[src/rtl/ram_arbiter_if.sv]
// Requester and SDRAM-side signal bundle for ram_arbiter.
// slave: the arbiter's view; master: the view of the surrounding system.
interface ram_arbiter_if;
    logic        dma_req;
    logic        tape_req;
    logic        cpu_req;
    logic        dma_we;
    logic        cpu_we;
    logic [24:0] dma_addr;
    logic [24:0] tape_addr;
    logic [24:0] cpu_addr;
    logic [7:0]  dma_din;
    logic [7:0]  cpu_din;
    logic        dma_ack;
    logic        tape_ack;
    logic        cpu_ack;
    logic [7:0]  rd_data;
    logic [24:0] mem_addr;
    logic [7:0]  mem_din;
    logic        mem_rd;
    logic        mem_we;
    logic [7:0]  mem_dout;
    logic        mem_ready;
    logic [1:0]  grant;
    logic        busy;

    modport slave (
        input  dma_req, tape_req, cpu_req, dma_we, cpu_we,
        input  dma_addr, tape_addr, cpu_addr, dma_din, cpu_din,
        input  mem_dout, mem_ready,
        output dma_ack, tape_ack, cpu_ack, rd_data,
        output mem_addr, mem_din, mem_rd, mem_we, grant, busy
    );

    modport master (
        output dma_req, tape_req, cpu_req, dma_we, cpu_we,
        output dma_addr, tape_addr, cpu_addr, dma_din, cpu_din,
        output mem_dout, mem_ready,
        input  dma_ack, tape_ack, cpu_ack, rd_data,
        input  mem_addr, mem_din, mem_rd, mem_we, grant, busy
    );
endinterface

[src/rtl/ram_arbiter.sv]
// Three-way sequencer (DMA > tape > CPU) for the shared SDRAM byte port.
// Define RAM_ARB_STARVE_GUARD_EN to compile in the CPU starvation guard.
module ram_arbiter #(
    parameter int unsigned SETTLE_CYC   = 2,
    parameter int unsigned STARVE_LIMIT = 4
) (
    input  logic          clk_sys,
    input  logic          reset_n,
    ram_arbiter_if.slave  bus
);

    typedef enum logic [1:0] {StIdle, StIssue, StWait, StDone} state_e;

    localparam logic [1:0] GrantNone = 2'd0;
    localparam logic [1:0] GrantDma  = 2'd1;
    localparam logic [1:0] GrantTape = 2'd2;
    localparam logic [1:0] GrantCpu  = 2'd3;

    if (SETTLE_CYC < 1 || SETTLE_CYC > 7) begin : g_bad_settle
        $error("SETTLE_CYC must be 1..7");
    end
    if (STARVE_LIMIT < 1 || STARVE_LIMIT > 15) begin : g_bad_starve
        $error("STARVE_LIMIT must be 1..15");
    end

    state_e      state_q, state_d;
    logic [1:0]  grant_q, grant_d;
    logic        we_q, we_d;
    logic [24:0] addr_q, addr_d;
    logic [7:0]  din_q, din_d;
    logic        mem_rd_q, mem_rd_d;
    logic        mem_we_q, mem_we_d;
    logic        dma_ack_q, dma_ack_d;
    logic        tape_ack_q, tape_ack_d;
    logic        cpu_ack_q, cpu_ack_d;
    logic [7:0]  rd_data_q, rd_data_d;
    logic [2:0]  settle_q, settle_d;
    logic [2:0]  settle_inc;
    logic        starve_force;
    logic [1:0]  win;
    logic        win_we;
    logic [24:0] win_addr;
    logic [7:0]  win_din;

`ifdef RAM_ARB_STARVE_GUARD_EN
    logic [3:0]  starve_q, starve_d;
    assign starve_force = bus.cpu_req && (starve_q == 4'(STARVE_LIMIT));
`else
    assign starve_force = 1'b0;
`endif

    always_comb begin
        win      = GrantNone;
        win_we   = 1'b0;
        win_addr = bus.cpu_addr;
        win_din  = bus.cpu_din;
        if (starve_force) begin
            win    = GrantCpu;
            win_we = bus.cpu_we;
        end else if (bus.dma_req) begin
            win      = GrantDma;
            win_we   = bus.dma_we;
            win_addr = bus.dma_addr;
            win_din  = bus.dma_din;
        end else if (bus.tape_req) begin
            win      = GrantTape;
            win_addr = bus.tape_addr;
            win_din  = 8'h00;
        end else if (bus.cpu_req) begin
            win    = GrantCpu;
            win_we = bus.cpu_we;
        end
    end

    assign settle_inc = (settle_q == 3'(SETTLE_CYC)) ? settle_q : settle_q + 3'd1;

    always_comb begin
        state_d    = state_q;
        grant_d    = grant_q;
        we_d       = we_q;
        addr_d     = addr_q;
        din_d      = din_q;
        mem_rd_d   = 1'b0;
        mem_we_d   = 1'b0;
        dma_ack_d  = 1'b0;
        tape_ack_d = 1'b0;
        cpu_ack_d  = 1'b0;
        rd_data_d  = rd_data_q;
        settle_d   = settle_q;
`ifdef RAM_ARB_STARVE_GUARD_EN
        starve_d   = starve_q;
`endif
        unique case (state_q)
            StIdle: begin
                if (win != GrantNone) begin
                    grant_d  = win;
                    we_d     = win_we;
                    addr_d   = win_addr;
                    din_d    = win_din;
                    // Strobes are registered so they are high during the ISSUE cycle.
                    mem_rd_d = ~win_we;
                    mem_we_d = win_we;
                    state_d  = StIssue;
                end
            end
            StIssue: begin
                settle_d = 3'd0;
                state_d  = StWait;
            end
            StWait: begin
                settle_d = settle_inc;
                if (settle_inc == 3'(SETTLE_CYC) && bus.mem_ready) begin
                    if (!we_q) rd_data_d = bus.mem_dout;
                    dma_ack_d  = (grant_q == GrantDma);
                    tape_ack_d = (grant_q == GrantTape);
                    cpu_ack_d  = (grant_q == GrantCpu);
                    state_d    = StDone;
                end
            end
            StDone: begin
`ifdef RAM_ARB_STARVE_GUARD_EN
                if (grant_q != GrantCpu && bus.cpu_req) begin
                    starve_d = (starve_q == 4'(STARVE_LIMIT)) ? starve_q : starve_q + 4'd1;
                end else begin
                    starve_d = 4'd0;
                end
`endif
                grant_d = GrantNone;
                state_d = StIdle;
            end
            default: state_d = StIdle;
        endcase
    end

    always_ff @(posedge clk_sys or negedge reset_n) begin
        if (!reset_n) begin
            state_q    <= StIdle;
            grant_q    <= GrantNone;
            we_q       <= 1'b0;
            addr_q     <= '0;
            din_q      <= '0;
            mem_rd_q   <= 1'b0;
            mem_we_q   <= 1'b0;
            dma_ack_q  <= 1'b0;
            tape_ack_q <= 1'b0;
            cpu_ack_q  <= 1'b0;
            rd_data_q  <= '0;
            settle_q   <= '0;
`ifdef RAM_ARB_STARVE_GUARD_EN
            starve_q   <= '0;
`endif
        end else begin
            state_q    <= state_d;
            grant_q    <= grant_d;
            we_q       <= we_d;
            addr_q     <= addr_d;
            din_q      <= din_d;
            mem_rd_q   <= mem_rd_d;
            mem_we_q   <= mem_we_d;
            dma_ack_q  <= dma_ack_d;
            tape_ack_q <= tape_ack_d;
            cpu_ack_q  <= cpu_ack_d;
            rd_data_q  <= rd_data_d;
            settle_q   <= settle_d;
`ifdef RAM_ARB_STARVE_GUARD_EN
            starve_q   <= starve_d;
`endif
        end
    end

    assign bus.mem_addr = addr_q;
    assign bus.mem_din  = din_q;
    assign bus.mem_rd   = mem_rd_q;
    assign bus.mem_we   = mem_we_q;
    assign bus.dma_ack  = dma_ack_q;
    assign bus.tape_ack = tape_ack_q;
    assign bus.cpu_ack  = cpu_ack_q;
    assign bus.rd_data  = rd_data_q;
    assign bus.grant    = grant_q;
    assign bus.busy     = (state_q != StIdle);

endmodule

[src/flat_wrapper.sv]
// flat-port wrapper written by rule: the top's interface ports become plain ports
module ram_arbiter_flat 
#(
    parameter int unsigned SETTLE_CYC   = 2,
    parameter int unsigned STARVE_LIMIT = 4
)
  (clk_sys, reset_n, bus_dma_req, bus_tape_req, bus_cpu_req, bus_dma_we, bus_cpu_we, bus_dma_addr, bus_tape_addr, bus_cpu_addr, bus_dma_din, bus_cpu_din, bus_mem_dout, bus_mem_ready, bus_dma_ack, bus_tape_ack, bus_cpu_ack, bus_rd_data, bus_mem_addr, bus_mem_din, bus_mem_rd, bus_mem_we, bus_grant, bus_busy);
  ram_arbiter_if bus_i ();
  input  logic clk_sys;
  input  logic reset_n;
  input wire logic [$bits(bus_i.dma_req)-1:0] bus_dma_req;
  input wire logic [$bits(bus_i.tape_req)-1:0] bus_tape_req;
  input wire logic [$bits(bus_i.cpu_req)-1:0] bus_cpu_req;
  input wire logic [$bits(bus_i.dma_we)-1:0] bus_dma_we;
  input wire logic [$bits(bus_i.cpu_we)-1:0] bus_cpu_we;
  input wire logic [$bits(bus_i.dma_addr)-1:0] bus_dma_addr;
  input wire logic [$bits(bus_i.tape_addr)-1:0] bus_tape_addr;
  input wire logic [$bits(bus_i.cpu_addr)-1:0] bus_cpu_addr;
  input wire logic [$bits(bus_i.dma_din)-1:0] bus_dma_din;
  input wire logic [$bits(bus_i.cpu_din)-1:0] bus_cpu_din;
  input wire logic [$bits(bus_i.mem_dout)-1:0] bus_mem_dout;
  input wire logic [$bits(bus_i.mem_ready)-1:0] bus_mem_ready;
  output wire logic [$bits(bus_i.dma_ack)-1:0] bus_dma_ack;
  output wire logic [$bits(bus_i.tape_ack)-1:0] bus_tape_ack;
  output wire logic [$bits(bus_i.cpu_ack)-1:0] bus_cpu_ack;
  output wire logic [$bits(bus_i.rd_data)-1:0] bus_rd_data;
  output wire logic [$bits(bus_i.mem_addr)-1:0] bus_mem_addr;
  output wire logic [$bits(bus_i.mem_din)-1:0] bus_mem_din;
  output wire logic [$bits(bus_i.mem_rd)-1:0] bus_mem_rd;
  output wire logic [$bits(bus_i.mem_we)-1:0] bus_mem_we;
  output wire logic [$bits(bus_i.grant)-1:0] bus_grant;
  output wire logic [$bits(bus_i.busy)-1:0] bus_busy;
  assign bus_i.dma_req = bus_dma_req;
  assign bus_i.tape_req = bus_tape_req;
  assign bus_i.cpu_req = bus_cpu_req;
  assign bus_i.dma_we = bus_dma_we;
  assign bus_i.cpu_we = bus_cpu_we;
  assign bus_i.dma_addr = bus_dma_addr;
  assign bus_i.tape_addr = bus_tape_addr;
  assign bus_i.cpu_addr = bus_cpu_addr;
  assign bus_i.dma_din = bus_dma_din;
  assign bus_i.cpu_din = bus_cpu_din;
  assign bus_i.mem_dout = bus_mem_dout;
  assign bus_i.mem_ready = bus_mem_ready;
  assign bus_dma_ack = bus_i.dma_ack;
  assign bus_tape_ack = bus_i.tape_ack;
  assign bus_cpu_ack = bus_i.cpu_ack;
  assign bus_rd_data = bus_i.rd_data;
  assign bus_mem_addr = bus_i.mem_addr;
  assign bus_mem_din = bus_i.mem_din;
  assign bus_mem_rd = bus_i.mem_rd;
  assign bus_mem_we = bus_i.mem_we;
  assign bus_grant = bus_i.grant;
  assign bus_busy = bus_i.busy;
  ram_arbiter #(.SETTLE_CYC(SETTLE_CYC), .STARVE_LIMIT(STARVE_LIMIT)) u_core (.clk_sys(clk_sys), .reset_n(reset_n), .bus(bus_i));
endmodule
[config.mk]
export PLATFORM = sky130hd
export DESIGN_NAME = ram_arbiter_flat
export DESIGN_NICKNAME = d
export VERILOG_FILES = /design/src/rtl/ram_arbiter_if.sv /design/src/rtl/ram_arbiter.sv /design/src/flat_wrapper.sv
export SDC_FILE = /design/constraint.sdc
export NUM_CORES = 1
export LEC_CHECK = 0
export ABC_AREA = 1
export BUFFER_PORTS_ARGS = -buffer_cell sky130_fd_sc_hd__buf_2
export CORE_UTILIZATION = 40
export CTS_CLUSTER_DIAMETER = 80
export DETAILED_ROUTE_END_ITERATION = 6
export PLACE_DENSITY = 0.81
export SLEW_MARGIN = 20
export SYNTH_ARGS = -nofsm -noshare
export SYNTH_HDL_FRONTEND = slang
export SYNTH_SLANG_ARGS = --single-unit
[constraint.sdc]
create_clock -name clk_sys -period 1.35 [get_ports clk_sys]
set_input_delay 0.2025 -clock clk_sys [delete_from_list [all_inputs] [get_ports clk_sys]]
set_output_delay 0.2025 -clock clk_sys [all_outputs]
set_load 0.01 [all_outputs]
==> flow_metrics.env, run 1 <==
export IMPL_htreeDepth=2
export IMPL_whs_path_depth=3
export IMPL_final_area_um2=4378
export IMPL_ioPinCount=156
export IMPL_leakagePower_uw=0.002386
export IMPL_grt_pass1_wl_um=11910
export IMPL_syn_area_um2=2781
export IMPL_yosys_warnings=0
export IMPL_p_per_area_nw_per_um2=2030
export IMPL_vdd_drop_max_uv=1012
export IMPL_initial_core_util=0.4117
export IMPL_grt_max_degree=53
export IMPL_fmax_mhz=652.7
export IMPL_cts_made_buffers=5
export IMPL_cp_required_ns=1.60
export IMPL_slew_viol_final=0
export IMPL_syn_nets=423
export IMPL_syn_avg_cell_area_um2=8.943
export IMPL_power_uw=8887
export IMPL_first_global_vias=2726
export IMPL_area_growth_pct=57.40
export IMPL_clockBufferDepth=2
export IMPL_nets=602
export IMPL_period_share=1.135
export IMPL_routedWlPerCell_um=14.04
export IMPL_clk_pin_slew_ns=0.10
export IMPL_async_flop_share=1.000
export IMPL_critPathMaxFanout=5
export IMPL_reg2reg_to="u_core.bus.rd_data[4]"
export IMPL_crit_path_start_kind="flop"
export IMPL_core_area_um2=6756
export IMPL_placed_cell_area_um2=3736
export IMPL_min_period_ns=1.532
export IMPL_drt_iter0_drc=70
export IMPL_ys_seq_area_frac=0.4858
export IMPL_antennaDiodeCount=0
export IMPL_via_count=2863
export IMPL_track_usage=0.2064
export IMPL_drcViolationCount=0
export IMPL_min_from="bus_dma_addr[20]"
export IMPL_finalSetupViolCount=49
export IMPL_cts_sinks=54
export IMPL_worst_slew_pin_slew_ns=0.2782
export IMPL_synth_top_area_frac=0.4858
export IMPL_yosysUniqueCellTypes=26
export IMPL_gp_congestion=0.7963
export IMPL_cts_tree="done"
export IMPL_r2r_cells=10
export IMPL_synthTopCellsByCount="nand2_1, dfrtp_1, a21oi_1, mux2i_1, o21ai_0"
export IMPL_max_cap_violations=0
export IMPL_final_hold_viol_count=0
export IMPL_die_x_um=85.39
export IMPL_ff2ff_setup_slack_ns=-0.18
export IMPL_worstSetupPathType="reg -> reg"
export IMPL_yosys_most_used_dff="dfrtp_1"
export IMPL_yosys_top_cells_area="dfrtp_1, nand2_1, mux2i_1, a21oi_1, o21ai_0"
export IMPL_antenna_found_initial=0
export IMPL_fp_dieH_um=85.39
export IMPL_row_count=30
export IMPL_fin_skew_ns=0.009084
export IMPL_reg2reg_from="u_core.settle_q[0]"
export IMPL_synthesis_instances=311
export IMPL_drt_wl_total_um=8014
export IMPL_violations="setup timing"
export IMPL_cts_root_buf="clkbuf_8"
export IMPL_drive_gt1_frac=0.5560
export IMPL_synth_seq_cells=54
export IMPL_io_buffers=155
export IMPL_cp_end_kind="flop"
export IMPL_hpwlAfterDp_um=5373
export IMPL_yosys_area_top_type="dfrtp_1"
export IMPL_worstSkewPairLatency_ns=0.30
export IMPL_yosysMostFrequentCell="nand2_1"
export IMPL_drt_first_pass_iters=5
export IMPL_outcome="finished with violations"
export IMPL_viasPerCell=5.014
export IMPL_setup_ws_ns=-0.1821
export IMPL_rsz0062_at_grt="true"
export IMPL_overflow=0
export IMPL_min_to="u_core.bus.mem_addr[20]"
export IMPL_final_antenna_net_count=0
export IMPL_crit_arrival_ns=1.78
export IMPL_synth_edf_count=0
export IMPL_die_area_um2=7291
export IMPL_relSlewSlack=0.8145
export IMPL_hold_path_class="in -> reg"
[layout make-up]
type                    count  area (um^2)
well taps                  80        100.1
inverters                  15        61.31
fillers                   543         2379
clock inverters             2        12.51
multi-input cells         225         1546
flip-flops and latches     54         1351
clock buffers               6        82.58
repair buffers            189         1224
[logic make-up after synthesis]
| kind of cell | count (synthesis) | synth area share |
|---|---|---|
| DFF | 54 | 0.4858 |
| adders and majority gates | 5 | 0.02249 |
| AOI/OAI and AO/OA | 76 | 0.1525 |
| and+or+nand+nor | 119 | 0.1799 |
| muxes | 25 | 0.08997 |
| buffers and inverters | 32 | 0.06927 |
[layout by cell type (no fill, tap or decap), types with 2 or more instances in the layout]
cell | synthesis | layout
ha_1 | 5 | 3
buf_16 | 0 | 2
nand2_1 | 87 | 52
inv_4 | 0 | 2
a21oi_2 | 0 | 11
nand2_2 | 3 | 21
nand3_1 | 18 | 14
a22oi_1 | 8 | 8
mux2i_1 | 25 | 25
inv_1 | 12 | 8
ha_4 | 0 | 2
buf_12 | 0 | 6
nor2_1 | 4 | 3
o21ai_0 | 24 | 5
buf_4 | 2 | 15
nor3_2 | 0 | 3
buf_2 | 1 | 154
nor2_4 | 2 | 2
o21ai_1 | 13 | 27
o22ai_1 | 2 | 2
inv_2 | 3 | 5
nand3_2 | 0 | 4
dfrtp_1 | 54 | 54
a21oi_1 | 25 | 14
nand2_4 | 0 | 17
o21ai_2 | 1 | 5
clkbuf_8 | 0 | 6
buf_6 | 8 | 8
clkbuf_16 | 0 | 2
[sequential cells by signal (all words and copies together), names as in the netlist]
name and flops:
u_core.bus.tape_ack 1, u_core.settle_q 3, u_core.bus.mem_din 8, u_core.bus.rd_data 8, u_core.bus.mem_rd 1, u_core.bus.dma_ack 1
u_core.bus.grant 2, u_core.bus.cpu_ack 1, u_core.bus.mem_addr 25, u_core.state_q 2, u_core.bus.mem_we 1, u_core.we_q 1
[worst max-delay path by stage]
| stage | slack, ns | startpoint | end | depth (start not counted) |
|---|---|---|---|---|
| global placement | -0.14 | u_core.settle_q[0] | u_core.bus.rd_data[3] | 10 |
| CTS | -0.14 | u_core.settle_q[0] | u_core.bus.rd_data[7] | 10 |
| floorplan | -0.07 | u_core.settle_q[0] | u_core.bus.rd_data[0] | 10 |
| finish | -0.18 | u_core.settle_q[0] | u_core.bus.rd_data[4] | 10 |
| global route | -0.29 | u_core.settle_q[0] | u_core.bus.rd_data[4] | 9 |
| detailed placement | -0.25 | u_core.settle_q[0] | u_core.bus.rd_data[7] | 10 |
[metrics by stage]
step	util	instances	TNS, ns	hold WS (ns)	setup WS [ns]
3_5_place_dp	0.5530	546	-3.162	0.01255	-0.2529
5_1_grt	0.6480	571	-8.093	0.09433	-0.2868
2_1_floorplan	-	311	-0.6622	-0.09309	-0.06509
4_1_cts	0.6100	568	-2.816	0.09145	-0.1396
6_report	0.6480	571	-4.741	0.09420	-0.1821
3_3_place_gp	0.5530	546	-1.542	0.01067	-0.1393
[critical path, cell delays in order, from the launching register on]
cell,delay (ns)
dfrtp_1,0.43
inv_2,0.09
ha_4,0.19
inv_2,0.05
nand2_2,0.06
nand2_4,0.09
nand2_4,0.07
nor2_4,0.19
buf_6,0.14
nand3_1,0.09
nand2_1,0.08
[layer usage]
metal / routed length [um] / vias up / track usage
met5: 0 / - / 0
met4: 72 / 0 / 0.05758
li1: - / 1410 / -
met3: 440 / 8 / 0.03210
met1: 3120 / 1351 / 0.2230
met2: 4380 / 94 / 0.4120
[where the power goes]
part	leakage, uW	switching [uW]	total (uW)	internal (uW)
Combinational	0.00165	2640	5180	2540
Clock	0.0000472	521	934	413
Sequential	0.000684	482	2780	2290
Total	0.00239	3640	8890	5240
[what timing repair did]
item | CTS | global route
hold endpoints to repair | 54 | 0
pin swaps | 9 | 5
endpoints found under the setup margin | 40 | 50
hold buffers | 1 | 0
resized for setup | 52 | 59
cloned | 2 | 2
setup buffers | 11 | 2
Power figures use the tool's default switching activity.
==> inputs of run 2 (changes only) <==
Clock period 1.35 ns to 1.27 ns, I/O delays scaled along.
==> run 2 against run 1 <==
The run ends with DRC, setup timing left. Sequential power increased by 5%. Clock power increased by 3.6%. Sequential share of layout area increased by 0.59 points. First-iteration DRC count increased by 89%. Die area unchanged. Highest routed layer unchanged. Sequential cell count unchanged. Critical path depth decreased by 1. Final area decreased by 1.9%. Clock-buffer cell count increased by 1. Hold slack got worse by 0.0037 ns. Routed wire length increased by 4.9%.
==> flow_metrics.env, run 2 (synthesis gave the netlist of run 1 again) <==
export IMPL_reg2reg_from="u_core.settle_q[0]"
export IMPL_power_uw=9364
export IMPL_slowest_stage="dfrtp_1"
export IMPL_final_cell_mix="buf_2, nand2_1, dfrtp_1"
export IMPL_relSlewSlack=0.8125
export IMPL_die_x_um=85.39
export IMPL_p_per_area_nw_per_um2=2180
export IMPL_critPathMaxFanout=5
export IMPL_final_area_um2=4295
export IMPL_violations="DRC, setup timing"
export IMPL_cp_end_kind="flop"
export IMPL_htreeDepth=2
export IMPL_fin_skew_ns=0.01139
export IMPL_fp_dieH_um=85.39
export IMPL_drive_gt1_frac=0.5194
export IMPL_grt_pass1_wl_um=12900
export IMPL_row_count=30
export IMPL_drt_iter0_drc=132
export IMPL_dp_cells=546
export IMPL_rsz0062_at_grt="true"
export IMPL_hold_path_class="in -> reg"
export IMPL_cts_tree="done"
export IMPL_final_common_cell="buf_2"
export IMPL_first_global_vias=2729
export IMPL_period_share=1.192
export IMPL_hpwlAfterDp_um=5482
export IMPL_clk_pin_slew_ns=0.10
export IMPL_largest_reg_flops=25
export IMPL_worstSetupPathType="reg -> reg"
export IMPL_drt_first_pass_iters=6
export IMPL_core_area_um2=6756
export IMPL_antenna_found_initial=0
export IMPL_outcome="finished with violations"
export IMPL_ioPinCount=156
export IMPL_crit_arrival_ns=1.74
export IMPL_worst_slew_pin_slew_ns=0.2812
export IMPL_area_growth_pct=54.43
export IMPL_initial_core_util=0.4117
export IMPL_gp_congestion=0.8299
export IMPL_finalSetupViolCount=49
export IMPL_drcViolationCount=1
export IMPL_cp_required_ns=1.49
export IMPL_track_usage=0.2262
export IMPL_final_antenna_net_count=0
export IMPL_cts_root_buf="clkbuf_8"
export IMPL_critical_path_startpoint="u_core.settle_q[0]"
export IMPL_routedWlPerCell_um=14.77
export IMPL_vdd_drop_max_uv=1007
export IMPL_max_cap_violations=0
export IMPL_fmax_mhz=660.4
export IMPL_viasPerCell=5.077
export IMPL_min_period_ns=1.514
export IMPL_setup_ws_ns=-0.2443
export IMPL_min_from="bus_dma_addr[21]"
export IMPL_drt_wl_total_um=8405
export IMPL_nets=600
export IMPL_clockBufferDepth=2
export IMPL_antennaDiodeCount=0
export IMPL_tns_ns=-8.389
export IMPL_fin_cells=569
export IMPL_cts_sinks=54
export IMPL_via_count=2889
export IMPL_die_area_um2=7291
export IMPL_fillCellCount=568
export IMPL_path_cells="inv_2 -> ha_4 -> nand2_4 -> nand2_2 -> nand2_4 -> nand2_4 -> nor2_4 -> nand2_2 -> nor3_2"
export IMPL_crit_path_start_kind="flop"
export IMPL_leakagePower_uw=0.002343
export IMPL_pre_cts_ws_ns=-0.3108
export IMPL_crit_top_cell="nand2_4"
export IMPL_cts_made_buffers=5
export IMPL_overflow=0
export IMPL_final_hold_viol_count=0
export IMPL_io_buffers=155
export IMPL_grt_max_degree=55
export IMPL_critPathMaxStageDelay_ns=0.41
export IMPL_placed_cell_area_um2=3749
export IMPL_worstSkewPairLatency_ns=0.30
export IMPL_slew_viol_final=0
-- run 2: repair_timing --
item,CTS,global route
pin swaps,16,7
setup buffers,8,2
setup endpoints to repair,45,53
gates cloned,7,1
hold buffers,1,0
hold endpoints to repair,54,0
gates resized for setup,57,14
-- run 2: path summary, 6_finish.rpt --
check	depth (start not counted)	slack, ns	endpoint
worst min register to register	2	0.47	u_core.bus.rd_data[1]
worst min-delay path	3	0.09	u_core.bus.mem_addr[21]
min in group asynchronous	3	0.41	u_core.bus.grant[1]
max in group asynchronous	3	0.63	u_core.bus.mem_addr[2]
worst max-delay path	9	-0.24	u_core.bus.tape_ack
worst max register to register	9	-0.24	u_core.bus.tape_ack
-- run 2: metrics by stage --
step | hold slack [ns] | utilization
2_1_floorplan | -0.1051 | -
3_3_place_gp | 0.2032 | 0.5548
3_5_place_dp | 0.2120 | 0.5548
4_1_cts | 0.09372 | 0.6331
5_1_grt | 0.09319 | 0.6357
6_report | 0.09046 | 0.6357
-- run 2: critical path: cells and delay by family (launching register included) --
family / cells / cell delay (ns)
adders and majority gates: 1 / 0.18
buffers and inverters: 1 / 0.06
DFF: 1 / 0.41
and+or+nand+nor: 7 / 0.77
-- run 2: cell type report --
class,instances,area (um^2),share of cell area
clock buffer,7,86.33,0.02010
multi-input combinational,226,1465,0.3411
inverter,15,61.31,0.01427
sequential,54,1351,0.3146
clock inverter,1,5.005,0.001165
tap,80,100.1,0.02330
timing repair buffer,186,1226,0.2855
-- run 2: per-layer routing --
layer	part of all wire	GRT usage	vias up
met2	0.53	0.4047	94
met3	0.040	0.03016	8
met4	0.0095	0.05000	0
li1	-	-	1404
met1	0.42	0.2929	1383
met5	0	0	-
-- run 2: report_power, final --
| group | leakage (uW) | switching [uW] | internal (uW) |
|---|---|---|---|
| registers | 0.000684 | 476 | 2440 |
| clock network | 0.0000482 | 527 | 441 |
| logic | 0.00161 | 2820 | 2660 |
==> inputs of run 3 (changes only) <==
Settings changed: CORE_ASPECT_RATIO set to 0.8.
==> run 3 against run 2 <==
Cell count rose by 1.6%. Register-to-register slack got worse by 0.07 ns. Final area rose by 6.4%. Clock power rose by 20%. Largest power group unchanged. Utilization rose by 6.3 points. Critical endpoint is now u_core.state_q[1]. Clock-buffer cell count fell by 2. The flow finishes with violations (setup timing). Via count rose by 1.6%. Total power rose by 9.9%. First-iteration DRC count fell by 20%.
==> flow_metrics.env, run 3 (synthesis gave the netlist of run 1 again) <==
export IMPL_power_uw=10300
export IMPL_crit_path_start_kind="flop"
export IMPL_initial_core_util=0.4254
export IMPL_die_x_um=95.23
export IMPL_htreeDepth=2
export IMPL_slew_viol_final=0
export IMPL_drt_iter0_drc=106
export IMPL_path_cells="inv_2 -> ha_4 -> nand2_2 -> nand2_2 -> nand2_2 -> nand2_4 -> buf_4 -> o21bai_4 -> nand2_2 -> nand2_1 -> nand2_1"
export IMPL_grt_max_degree=55
export IMPL_critPathMaxFanout=3
export IMPL_cts_root_buf="clkbuf_8"
export IMPL_cp_required_ns=1.48
export IMPL_nets=605
export IMPL_r2r_cells=11
export IMPL_max_cap_violations=0
export IMPL_dp_cells=548
export IMPL_placed_cell_area_um2=3726
export IMPL_worst_slew_pin_slew_ns=0.3005
export IMPL_first_global_vias=2809
export IMPL_fin_skew_ns=0.01021
export IMPL_cts_made_buffers=5
export IMPL_track_usage=0.2361
export IMPL_overflow=0
export IMPL_violations="setup timing"
export IMPL_routedWlPerCell_um=15.83
export IMPL_grt_pass1_wl_um=13250
export IMPL_worstSkewPairLatency_ns=0.31
export IMPL_period_share=1.245
export IMPL_hold_ws_ns=0.07577
export IMPL_p_per_area_nw_per_um2=2253
export IMPL_whs_path_depth=3
export IMPL_largest_reg_flops=25
export IMPL_crit_top_cell="nand2_2"
export IMPL_final_common_cell="buf_2"
export IMPL_min_to="u_core.bus.mem_addr[13]"
export IMPL_cts_sinks=54
export IMPL_reg2reg_to="u_core.state_q[1]"
export IMPL_worstSetupPathType="reg -> reg"
export IMPL_tns_ns=-10.43
export IMPL_final_cell_mix="buf_2, dfrtp_1, nand2_1"
export IMPL_fillCellCount=511
export IMPL_fmax_mhz=632.5
export IMPL_viasPerCell=5.078
export IMPL_multiInputGateArea_um2=1629
export IMPL_crit_arrival_ns=1.79
export IMPL_clockBufferDepth=2
export IMPL_ff2ff_setup_slack_ns=-0.31
export IMPL_io_buffers=155
export IMPL_drive_gt1_frac=0.5891
export IMPL_final_area_um2=4569
export IMPL_via_count=2935
export IMPL_gp_congestion=0.7740
export IMPL_relSlewSlack=0.7939
export IMPL_fin_cells=578
export IMPL_final_hold_viol_count=0
export IMPL_antenna_found_initial=0
export IMPL_fp_dieH_um=76.59
export IMPL_area_growth_pct=64.28
export IMPL_row_count=26
export IMPL_slowest_stage="dfrtp_1"
export IMPL_reg2reg_from="u_core.settle_q[0]"
export IMPL_critPathMaxStageDelay_ns=0.40
export IMPL_rsz0062_at_grt="true"
export IMPL_regArea_um2=1351
export IMPL_drcViolationCount=0
export IMPL_core_area_um2=6539
export IMPL_cts_tree="done"
export IMPL_clk_pin_slew_ns=0.10
export IMPL_hold_path_class="in -> reg"
export IMPL_drt_first_pass_iters=4
export IMPL_finalSetupViolCount=51
export IMPL_final_antenna_net_count=0
export IMPL_die_area_um2=7293
export IMPL_setup_ws_ns=-0.3110
export IMPL_drt_wl_total_um=9148
export IMPL_ioPinCount=156
export IMPL_hpwlAfterDp_um=5512
export IMPL_min_from="bus_dma_addr[13]"
export IMPL_antennaDiodeCount=0
export IMPL_outcome="finished with violations"
export IMPL_cp_end_kind="flop"
export IMPL_vdd_drop_max_uv=909.1
export IMPL_min_period_ns=1.581
export IMPL_leakagePower_uw=0.002444
[run 3: cell count changes in the layout (fill, tap and decap cells not counted), sizes merged]
| cell | before | now |
|---|---|---|
| bufinv | 0 | 1 |
| clkinv | 1 | 2 |
| buf | 184 | 190 |
| clkbuf | 8 | 6 |
| nor2 | 7 | 6 |
[run 3: how the worst max path moves through the flow]
stage          cells past startpoint                    end          startpoint
2_1_floorplan                     10  u_core.bus.rd_data[0]  u_core.settle_q[0]
3_3_place_gp                      10  u_core.bus.rd_data[0]  u_core.settle_q[0]
3_5_place_dp                       9  u_core.bus.rd_data[5]  u_core.settle_q[1]
4_1_cts                           10  u_core.bus.rd_data[3]  u_core.settle_q[0]
5_1_grt                            9  u_core.bus.rd_data[3]  u_core.settle_q[0]
6_report                          11      u_core.state_q[1]  u_core.settle_q[0]
[run 3: critical path, delay by kind of cell (launching register included)]
family | cells | cell delay (ns)
AOI/OAI and AO/OA | 1 | 0.16
adders and majority gates | 1 | 0.16
buffers and inverters | 2 | 0.21
DFF | 1 | 0.40
and+or+nand+nor | 7 | 0.54
[run 3: area by class of cell]
class	count	area share
multi-input cells	225	0.3565
flip-flops and latches	54	0.2957
repair buffers	192	0.2875
well taps	84	0.02300
clock buffers	5	0.01506
inverters	15	0.01342
clock inverters	3	0.008762
[run 3: repair_timing]
action,CTS,global route
endpoints found under the hold margin,54,0
resized for setup,80,61
setup endpoints to repair,49,52
gates cloned,7,1
buffers inserted,12,3
hold buffers,1,0
pin swaps,10,18
[run 3: layer usage]
layer  GRT usage  vias to the layer above  part of all wire
li1            -                     1422                 -
met1      0.2873                     1389              0.40
met2      0.4157                      109              0.53
met3     0.03992                       15             0.046
met4     0.07879                        0             0.022
met5           0                        -                 0
[run 3: per-stage QoR]
stage | utilization | setup slack, ns
global placement | 0.5698 | -0.2370
global route | 0.6988 | -0.3664
detailed placement | 0.5698 | -0.3082
floorplan | - | -0.1451
finish | 0.6988 | -0.3110
CTS | 0.6646 | -0.2203
[run 3: power by group]
part	internal, uW	switching, uW
clock	582	574
sequential	2440	522
combinational	3060	3120
total	6080	4220
